$ cat src/rtl/tpu_pkg.sv
// Shared types and constants for the result-drain path.
// Latency: n/a (package only).
// Backpressure: n/a (package only).
package tpu_pkg;

    // Lane width this package's derived constants assume.
    localparam int DATA_WIDTH_ACCUM = 32;
    // tkeep bits covering one accumulator lane.
    localparam int KEEP_PER_LANE    = DATA_WIDTH_ACCUM / 8;

    typedef enum logic [1:0] {
        IDLE  = 2'd0,
        RUN   = 2'd1,
        DRAIN = 2'd2,
        DONE  = 2'd3
    } drain_state_e;

endpackage

$ cat src/rtl/tpu_drain_fifo.sv
// Two-entry return-data FIFO carrying one result row plus its tlast flag.
// Latency: a pushed entry is visible at the head the cycle after the push.
// Backpressure: none internally; the producer's credit check keeps it from overflowing.
module tpu_drain_fifo #(
    parameter int DW = 8
) (
    input  logic          clk,
    input  logic          rst,
    input  logic          push,
    input  logic [DW-1:0] push_dat,
    input  logic          pop,
    output logic [DW-1:0] head_dat,
    output logic [1:0]    cnt,
    output logic          full,
    output logic          empty
);

    logic [DW-1:0] mem_q [2];
    logic          wr_ptr_q;
    logic          rd_ptr_q;
    logic [1:0]    cnt_q;

    // Storage, pointers and occupancy; push and pop in one cycle leave the count unchanged.
    always_ff @(posedge clk or posedge rst) begin
        if (rst) begin
            mem_q[0] <= '0;
            mem_q[1] <= '0;
            wr_ptr_q <= 1'b0;
            rd_ptr_q <= 1'b0;
            cnt_q    <= 2'd0;
        end else begin
            if (push) begin
                mem_q[wr_ptr_q] <= push_dat;
                wr_ptr_q        <= ~wr_ptr_q;
            end
            if (pop) begin
                rd_ptr_q <= ~rd_ptr_q;
            end
            case ({push, pop})
                2'b10:   cnt_q <= cnt_q + 2'd1;
                2'b01:   cnt_q <= cnt_q - 2'd1;
                default: cnt_q <= cnt_q;
            endcase
        end
    end

    assign head_dat = mem_q[rd_ptr_q];
    assign cnt      = cnt_q;
    assign full     = (cnt_q == 2'd2);
    assign empty    = (cnt_q == 2'd0);

    // The consumer only pops when the head is valid.
    a_no_underflow: assert property (@(posedge clk) disable iff (rst) !(pop && empty));

endmodule

$ cat src/rtl/tpu_result_drain.sv
// Reads a contiguous row range from the output buffer and streams one AXI4-Stream beat per row.
// Latency: start in T -> first read in T+1 -> first beat valid in T+3; done the cycle after the last handshake.
// Backpressure: reads are credit-limited so buffered + in-flight rows never exceed the 2-entry FIFO.
module tpu_result_drain #(
    parameter int SYSTOLIC_ARRAY_WIDTH = 16,
    parameter int DATA_WIDTH_ACCUM     = 32,
    parameter int ADDR_WIDTH           = 10,
    parameter int FIFO_DEPTH           = 2
) (
    input  logic                                           clk,
    input  logic                                           rst,
    input  logic                                           cmd_start,
    input  logic [ADDR_WIDTH-1:0]                          cmd_base_addr,
    input  logic [ADDR_WIDTH:0]                            cmd_num_rows,
    input  logic [SYSTOLIC_ARRAY_WIDTH-1:0]                cmd_col_mask,
    output logic                                           busy,
    output logic                                           done,
    output logic [ADDR_WIDTH-1:0]                          ob_rd_addr,
    output logic                                           ob_rd_en,
    input  logic [DATA_WIDTH_ACCUM-1:0]                    ob_rd_data [SYSTOLIC_ARRAY_WIDTH],
    output logic [SYSTOLIC_ARRAY_WIDTH*DATA_WIDTH_ACCUM-1:0]   m_axis_tdata,
    output logic [SYSTOLIC_ARRAY_WIDTH*DATA_WIDTH_ACCUM/8-1:0] m_axis_tkeep,
    output logic                                           m_axis_tvalid,
    input  logic                                           m_axis_tready,
    output logic                                           m_axis_tlast
);

    import tpu_pkg::*;

    localparam int W        = SYSTOLIC_ARRAY_WIDTH;
    localparam int ROW_BITS = W * DATA_WIDTH_ACCUM;
    localparam int CNT_W    = ADDR_WIDTH + 1;
    localparam logic [CNT_W-1:0] CNT_ONE = CNT_W'(1);

    typedef struct packed {
        logic [ROW_BITS-1:0] dat;
        logic                last;
    } beat_t;

    drain_state_e          state_q;
    logic [ADDR_WIDTH-1:0] base_q;
    logic [CNT_W-1:0]      num_rows_q;
    logic [CNT_W-1:0]      issued_cnt_q;
    logic [CNT_W-1:0]      sent_cnt_q;
    logic [W-1:0]          col_mask_q;
    logic                  inflight_q;
    logic                  inflight_last_q;

    logic [ROW_BITS-1:0]   rd_row;
    beat_t                 push_beat;
    beat_t                 head_beat;
    logic [1:0]            fifo_cnt;
    logic                  fifo_full;
    logic                  fifo_empty;
    logic                  pop;
    logic                  rd_fire;
    logic                  issue_last;
    logic [2:0]            credit_used;
    logic [2:0]            credit_lim;

    // Flatten the buffer's per-lane read data into one row, lane i at [i*DW +: DW].
    always_comb begin
        rd_row = '0;
        for (int i = 0; i < W; i++) begin
            rd_row[i*DATA_WIDTH_ACCUM +: DATA_WIDTH_ACCUM] = ob_rd_data[i];
        end
    end

    assign pop         = m_axis_tvalid && m_axis_tready;
    // A row popped this cycle frees its slot for a read issued this cycle.
    assign credit_used = 3'(fifo_cnt) + 3'(inflight_q);
    assign credit_lim  = 3'(FIFO_DEPTH) + 3'(pop);
    assign rd_fire     = (state_q == RUN) && (issued_cnt_q < num_rows_q) && (credit_used < credit_lim);
    assign issue_last  = (issued_cnt_q == num_rows_q - CNT_ONE);

    assign ob_rd_en    = rd_fire;
    // Address wraps modulo the buffer size.
    assign ob_rd_addr  = base_q + issued_cnt_q[ADDR_WIDTH-1:0];

    assign busy        = (state_q != IDLE);
    assign done        = (state_q == DONE);

    // Command sequencing, latched command fields and issue/send counters.
    always_ff @(posedge clk or posedge rst) begin
        if (rst) begin
            state_q      <= IDLE;
            base_q       <= '0;
            num_rows_q   <= '0;
            col_mask_q   <= '0;
            issued_cnt_q <= '0;
            sent_cnt_q   <= '0;
        end else begin
            if (rd_fire) begin
                issued_cnt_q <= issued_cnt_q + CNT_ONE;
            end
            if (pop) begin
                sent_cnt_q <= sent_cnt_q + CNT_ONE;
            end
            case (state_q)
                IDLE: begin
                    if (cmd_start) begin
                        base_q       <= cmd_base_addr;
                        num_rows_q   <= cmd_num_rows;
                        col_mask_q   <= cmd_col_mask;
                        issued_cnt_q <= '0;
                        sent_cnt_q   <= '0;
                        state_q      <= (cmd_num_rows == '0) ? DONE : RUN;
                    end
                end
                RUN: begin
                    if (rd_fire && (issued_cnt_q + CNT_ONE == num_rows_q)) begin
                        state_q <= DRAIN;
                    end
                end
                DRAIN: begin
                    if (pop && (sent_cnt_q + CNT_ONE == num_rows_q)) begin
                        state_q <= DONE;
                    end
                end
                DONE: begin
                    state_q <= IDLE;
                end
                default: begin
                    state_q <= IDLE;
                end
            endcase
        end
    end

    // Track the read issued last cycle so its data is captured when the buffer returns it.
    always_ff @(posedge clk or posedge rst) begin
        if (rst) begin
            inflight_q      <= 1'b0;
            inflight_last_q <= 1'b0;
        end else begin
            inflight_q      <= rd_fire;
            inflight_last_q <= rd_fire && issue_last;
        end
    end

    assign push_beat.dat  = rd_row;
    assign push_beat.last = inflight_last_q;

    tpu_drain_fifo #(
        .DW ($bits(beat_t))
    ) u_fifo (
        .clk      (clk),
        .rst      (rst),
        .push     (inflight_q),
        .push_dat (push_beat),
        .pop      (pop),
        .head_dat (head_beat),
        .cnt      (fifo_cnt),
        .full     (fifo_full),
        .empty    (fifo_empty)
    );

    assign m_axis_tvalid = !fifo_empty;
    assign m_axis_tdata  = head_beat.dat;
    assign m_axis_tlast  = head_beat.last && !fifo_empty;

    // Every byte of a lane follows that lane's latched column-mask bit.
    always_comb begin
        m_axis_tkeep = '0;
        for (int i = 0; i < W; i++) begin
            m_axis_tkeep[i*KEEP_PER_LANE +: KEEP_PER_LANE] = {KEEP_PER_LANE{col_mask_q[i]}};
        end
    end

    // Returning data is pushed unconditionally, so the credit rule must keep the FIFO from being full.
    a_no_overflow: assert property (@(posedge clk) disable iff (rst) !(inflight_q && fifo_full));

endmodule

$ cat config.mk
export PLATFORM = sky130hd
export DESIGN_NAME = tpu_result_drain
export DESIGN_NICKNAME = d
export VERILOG_FILES = /design/src/rtl/tpu_pkg.sv /design/src/rtl/tpu_drain_fifo.sv /design/src/rtl/tpu_result_drain.sv
export SDC_FILE = /design/constraint.sdc
export NUM_CORES = 2
export LEC_CHECK = 0
export BUFFER_PORTS_ARGS = -buffer_cell sky130_fd_sc_hd__clkbuf_2
export CAP_MARGIN = 30
export CORE_AREA = 2 2 446 448
export DETAILED_ROUTE_END_ITERATION = 10
export DIE_AREA = 0 0 448 450
export GPL_TIMING_DRIVEN = 0
export PLACE_DENSITY = 0.47
export SLEW_MARGIN = 20
export SYNTH_ARGS = -nofsm -noshare
export SYNTH_HDL_FRONTEND = slang
export SYNTH_HIERARCHICAL = 1
export SYNTH_SLANG_ARGS = --single-unit
$ cat constraint.sdc
create_clock -name clk -period 32.2 [get_ports clk]
set_input_delay 3.22 -clock clk [delete_from_list [all_inputs] [get_ports clk]]
set_output_delay 3.22 -clock clk [all_outputs]
set_load 0.01 [all_outputs]
Yosys cells after proc, flatten, opt, wreduce, memory -nomap -nowiden
Index checks and enable logic that the tools add are counted.

Bits in registers: 1093. Logic and storage cells: 75. Output and inout port bits: 591.

Bitwise operators: 4. Equality and inequality tests: 11. Add/subtract/negate cells: 8. Magnitude comparators: 5. Reduce and logical (&&, ||, !) cells: 16. Muxes and demuxes: 18.

Operators with widths (number): $mux W513 (4); $bwmux W1026 (1); $demux W513 S1 (1); $mux W11 (6); $eq A11 B11 Y1 (3); $add A11 B1 Y11 const B (2); $logic_not A11 Y1 (1); $lt A11 B11 Y1 (1); $sub A11 B1 Y11 const B (1); $add A10 B10 Y10 (1); $logic_and A1 B1 Y1 (8); $mux W2 (4); $pmux W2 S4 (1); $eq A2 B2 Y1 const B (3); $eq A2 B1 Y1 const B (2); $ge A2 B2 Y1 const B (2); $logic_not A2 Y1 (2); $ne A2 B2 Y1 const B (2); $not A1 Y2 (2); $pmux W2 S2 (1); $reduce_bool A2 Y1 (2); $add A2 B1 Y3 (1); $add A2 B1 Y3 const A (1); $lt A3 B3 Y1 (1); other kinds (8) (9).

Depth between registers and ports, before layout
Word-level depth: 9. Gate-level depth with buffers: 11. Gate-level depth less buffers: 10.

Modules after synthesis
The synthesis kept the hierarchy.

By module, submodules not included: tpu_drain_fifo (area an instance 44073.5 µm², cells an instance 2752, instances 1); tpu_result_drain (area an instance 4620.7 µm², cells an instance 497, instances 1).

Worst setup path before layout
OpenSTA, ideal clock, no wires.

Kind: input port to output port. Start: in m_axis_tready. End: out ob_rd_en. Stages on the path: 5. Data arrival time: 4.191 ns. Data required time: 28.980 ns. Buffers on the path: 1. Setup slack: 24.789 ns. Cell sequence: nand2b_4 -> o21a_1 -> a2111oi_0 -> o311a_2 -> buf_6.

Longest elaborated chain between the ends: 4.

RTL lines: from (decl) (line tpu_result_drain.sv:24) `input logic m_axis_tready,`; $logic_and A1 B1 Y1 (line tpu_result_drain.sv:69) `assign pop = m_axis_tvalid && m_axis_tready;`; $add A2 B1 Y3 (line tpu_result_drain.sv:72) `assign credit_lim = 3'(FIFO_DEPTH) + 3'(pop);`; $lt A3 B3 Y1 (line tpu_result_drain.sv:73) `assign rd_fire = (state_q == RUN) && (issued_cnt_q < num_rows_q) && (credit_used < credit_lim);`; $logic_and A1 B1 Y1 (line tpu_result_drain.sv:73); to (decl) (line tpu_result_drain.sv:19) `output logic ob_rd_en,`.

No other way between the ends.

Worst setup path in the final report
Ends and elaborated chain as after synthesis.

==> results.md <==
- The run finished with clean final reports.
- The worst setup path is launched from an input port.
- The worst hold path belongs to the class register to register.
- The final layout contains 5156 nets.
- Once layout is done, the placed cells without fillers occupy 63200 um^2.
- The met3 global-route usage is 5.54%.
- After filler insertion, the fill cell instance count of the layout stands at 19900.
- Wires add up to 185000 um.
- Detailed routing inserted a total of 32100 vias.
- For this run, the total global-route usage over all layers was measured as 18.1%.
- The footprint of the flip-flops and latches is 27400 um^2.
- The maximum number of pins on one net before global-route repair is 34.
- The number of setup buffers added after CTS is 0.
- The library cells used most frequently in the layout, excluding fill and tap cells, are sky130_fd_sc_hd__mux2_2 (1517), sky130_fd_sc_hd__clkbuf_2 (1143), sky130_fd_sc_hd__dfrtp_1 (1093).
- Summing all placed instances gives a cell area of 58600 um^2.
- The routing usage on met2 is 30.5%.
- The kind of end point of the critical path is an output pin.
- TritonCTS built the clock tree.
- Clock tree synthesis selected as its root buffer the cell sky130_fd_sc_hd__clkbuf_16.
- Setup repair after global routing left no endpoint under its margin.
- The final-layout setup total negative slack is 0 ns.
- The maximum fanout along the worst path is 11.
- The leading cell type in the layout, fill and taps excluded is sky130_fd_sc_hd__mux2_2.
- The number of pins exceeding their max-slew limit in the final report is 0.
- The average instance in the mapped netlist occupies 15.0 um^2.
- The capture instance of the worst register-to-register path is state_q[1].
- Global routing finished with a remaining overflow of 0.
- The die is 448 um wide.
- Once detail routing completed, the nets flagged for antenna violations numbered 0.
- The slew of the pin with the lowest slew margin is 0.924 ns.
- The worst setup path is of the input port to output pin kind.
- The congestion estimate from routability-driven global placement came to 0.876.
- In the routed layout, each cell is associated on average with a via count of 4.37.
- Relative to the synthesized area, the layout overhead comes to 29.8%.
- The required time at the endpoint of the critical path is 28.98 ns.
- After floorplanning, the core was divided into 163 placement rows.
- The post-cts gate resize count is 0.
- The core outline area is 197000 um^2.
- The HPWL after detailed placement is 146000 um.
- The minimum clock period after layout is 8.09 ns.
- Once the floorplan was initialized, standard cells occupied 24.8% of the core.
- The number of hold-repair buffers added at the cts stage is 0.
- The number of detailed-routing iterations run before antenna repair is 5.
- The clock sink total is 1093.
- The detailed router finished its first iteration with 1146 violations.
- In this run the worst setup path begins at m_axis_tready.
- The post-synthesis instance area is 48700 um^2.
- The tool flagged a number of max-cap violations equal to 0.
- At the later pin of the worst-skew pair, clock insertion delay measures 0.82 ns.
- After clock tree synthesis, the clock-pin slew on the worst setup and hold paths is 0.05 ns.
- The total setup violations reported at the end of the flow is 0.
- The highest-utilization routing layer at the global route stage is met2.
- For the worst setup path, the data arrival time is 4.87 ns.
- The depth of the worst register-to-register path is 9.
- The gate count of the mapped netlist is 3248.
- The clock passes through at most 3 buffers.
- The number of clock buffers added by TritonCTS is 137.
- The net count of the mapped netlist is 3833.
- The worst reg-to-reg setup slack is 29.33 ns.
- In the global route stage, met1 resource usage came out at 21.9%.
- Across the routed clock network, the largest skew measured is 0.0418 ns.
- The die footprint is 202000 um^2.
- Along the worst hold path, the cell count comes to 1.
- The launch point of the worst reg-to-reg path is num_rows_q[9].
- The hold violation total from the final report is 0.
- The area of the multi-input gates is 19900 um^2.
- The startpoint identified for the worst hold timing path is u_fifo/mem_q[968].
- Input and output buffers added on the ports amount to 1143.
- After detailed routing, the number of remaining DRC violations is 0.
- In the final routed layout, each cell accounts on average for 25.2 um.
- The leakage component of the power is 28.6 nW.
- In this run the number of H-tree levels came out at 4.
- The vertical die dimension is 450 um.
- The Yosys step of the flow raised 6 warnings.
- Counting tap cells, the placed design contains a total of 7072 instances.
- The number of antenna violations at the first check in global routing is 65.
- The worst vdd rail ir drop is 0.0503 mV.
- Of the cells placed in the final design, the portion with a size suffix greater than 1 is 67.2%.
- The global-route wire length before repair is 260000 um.
- The headroom to the max-slew limit is 38.4%.
- The via count of the first global-routing pass was 34200.
- The endpoint of the worst hold path is u_fifo/mem_q[968].
- During I/O placement, the number of pins put on the boundary was 1144.
- Dividing total power by cell area gives a power density of 115 nW/um^2.
- Dividing the final minimum period by the clock period gives 25.1%.
- The final cell count without fillers is 7336.
- The highest clock rate is 0.124 GHz.
-- worst max path at each step --
stage	slack, ns	endpoint
after detailed placement	24.08	ob_rd_en
after CTS	24.09	ob_rd_en
after global placement	7.29	u_fifo/mem_q[239]
after global routing	24.01	ob_rd_en
final	24.11	ob_rd_en
after floorplan	14.78	u_fifo/cnt[0]
-- worst max-delay path: stages --
cell	delay, ns
sky130_fd_sc_hd__clkbuf_2	0.10
sky130_fd_sc_hd__nand2b_4	0.07
sky130_fd_sc_hd__o21a_1	0.19
sky130_fd_sc_hd__a2111oi_0	0.53
sky130_fd_sc_hd__o311a_2	0.39
sky130_fd_sc_hd__buf_6	0.19
sky130_fd_sc_hd__clkbuf_2	0.17
-- flip-flops by register name, summed over array words and instances (netlist names) --
signal           flops
u_fifo/cnt           2
inflight_last_q      1
sent_cnt_q          11
u_fifo/mem_q      1026
base_q              10
col_mask_q          16
u_fifo/wr_ptr_q      1
num_rows_q          11
u_fifo/rd_ptr_q      1
inflight_q           1
state_q              2
issued_cnt_q        11
-- power breakdown --
part / total, mW / switching (mW) / internal, mW
sequential: 2.40 / 0.335 / 2.07
combinational: 3.31 / 1.70 / 1.61
clock: 1.57 / 0.647 / 0.922
-- area by class of cell --
class,instances,share of cell area (%)
buffer,240,2.13
inverter,31,0.194
tap,2640,5.23
clock inverter,41,0.986
clock buffer,201,6.28
timing repair buffer,1184,10.4
antenna,22,0.0871
multi-input combinational,1884,31.4
sequential,1093,43.3
-- per-stage QoR --
stage               util, %  power, mW  setup WS (ns)  hold WS, ns
floorplan                 -       4.37          14.78        0.454
global placement       29.4       5.77           7.29        0.463
detailed placement     29.8       5.80          24.08        0.471
CTS                    32.1       7.42          24.09        0.484
global route           32.1       7.72          24.01        0.494
finish                 32.2       7.28          24.11        0.479
-- layer usage --
layer	share of wire [%]	routed length, um	vias up
met1	41	75500	16600
met5	0.14	264	-
met4	2.6	4720	42
li1	-	-	14300
met3	7.0	12900	241
met2	49	91400	893
(Power assumes the default switching activity.)
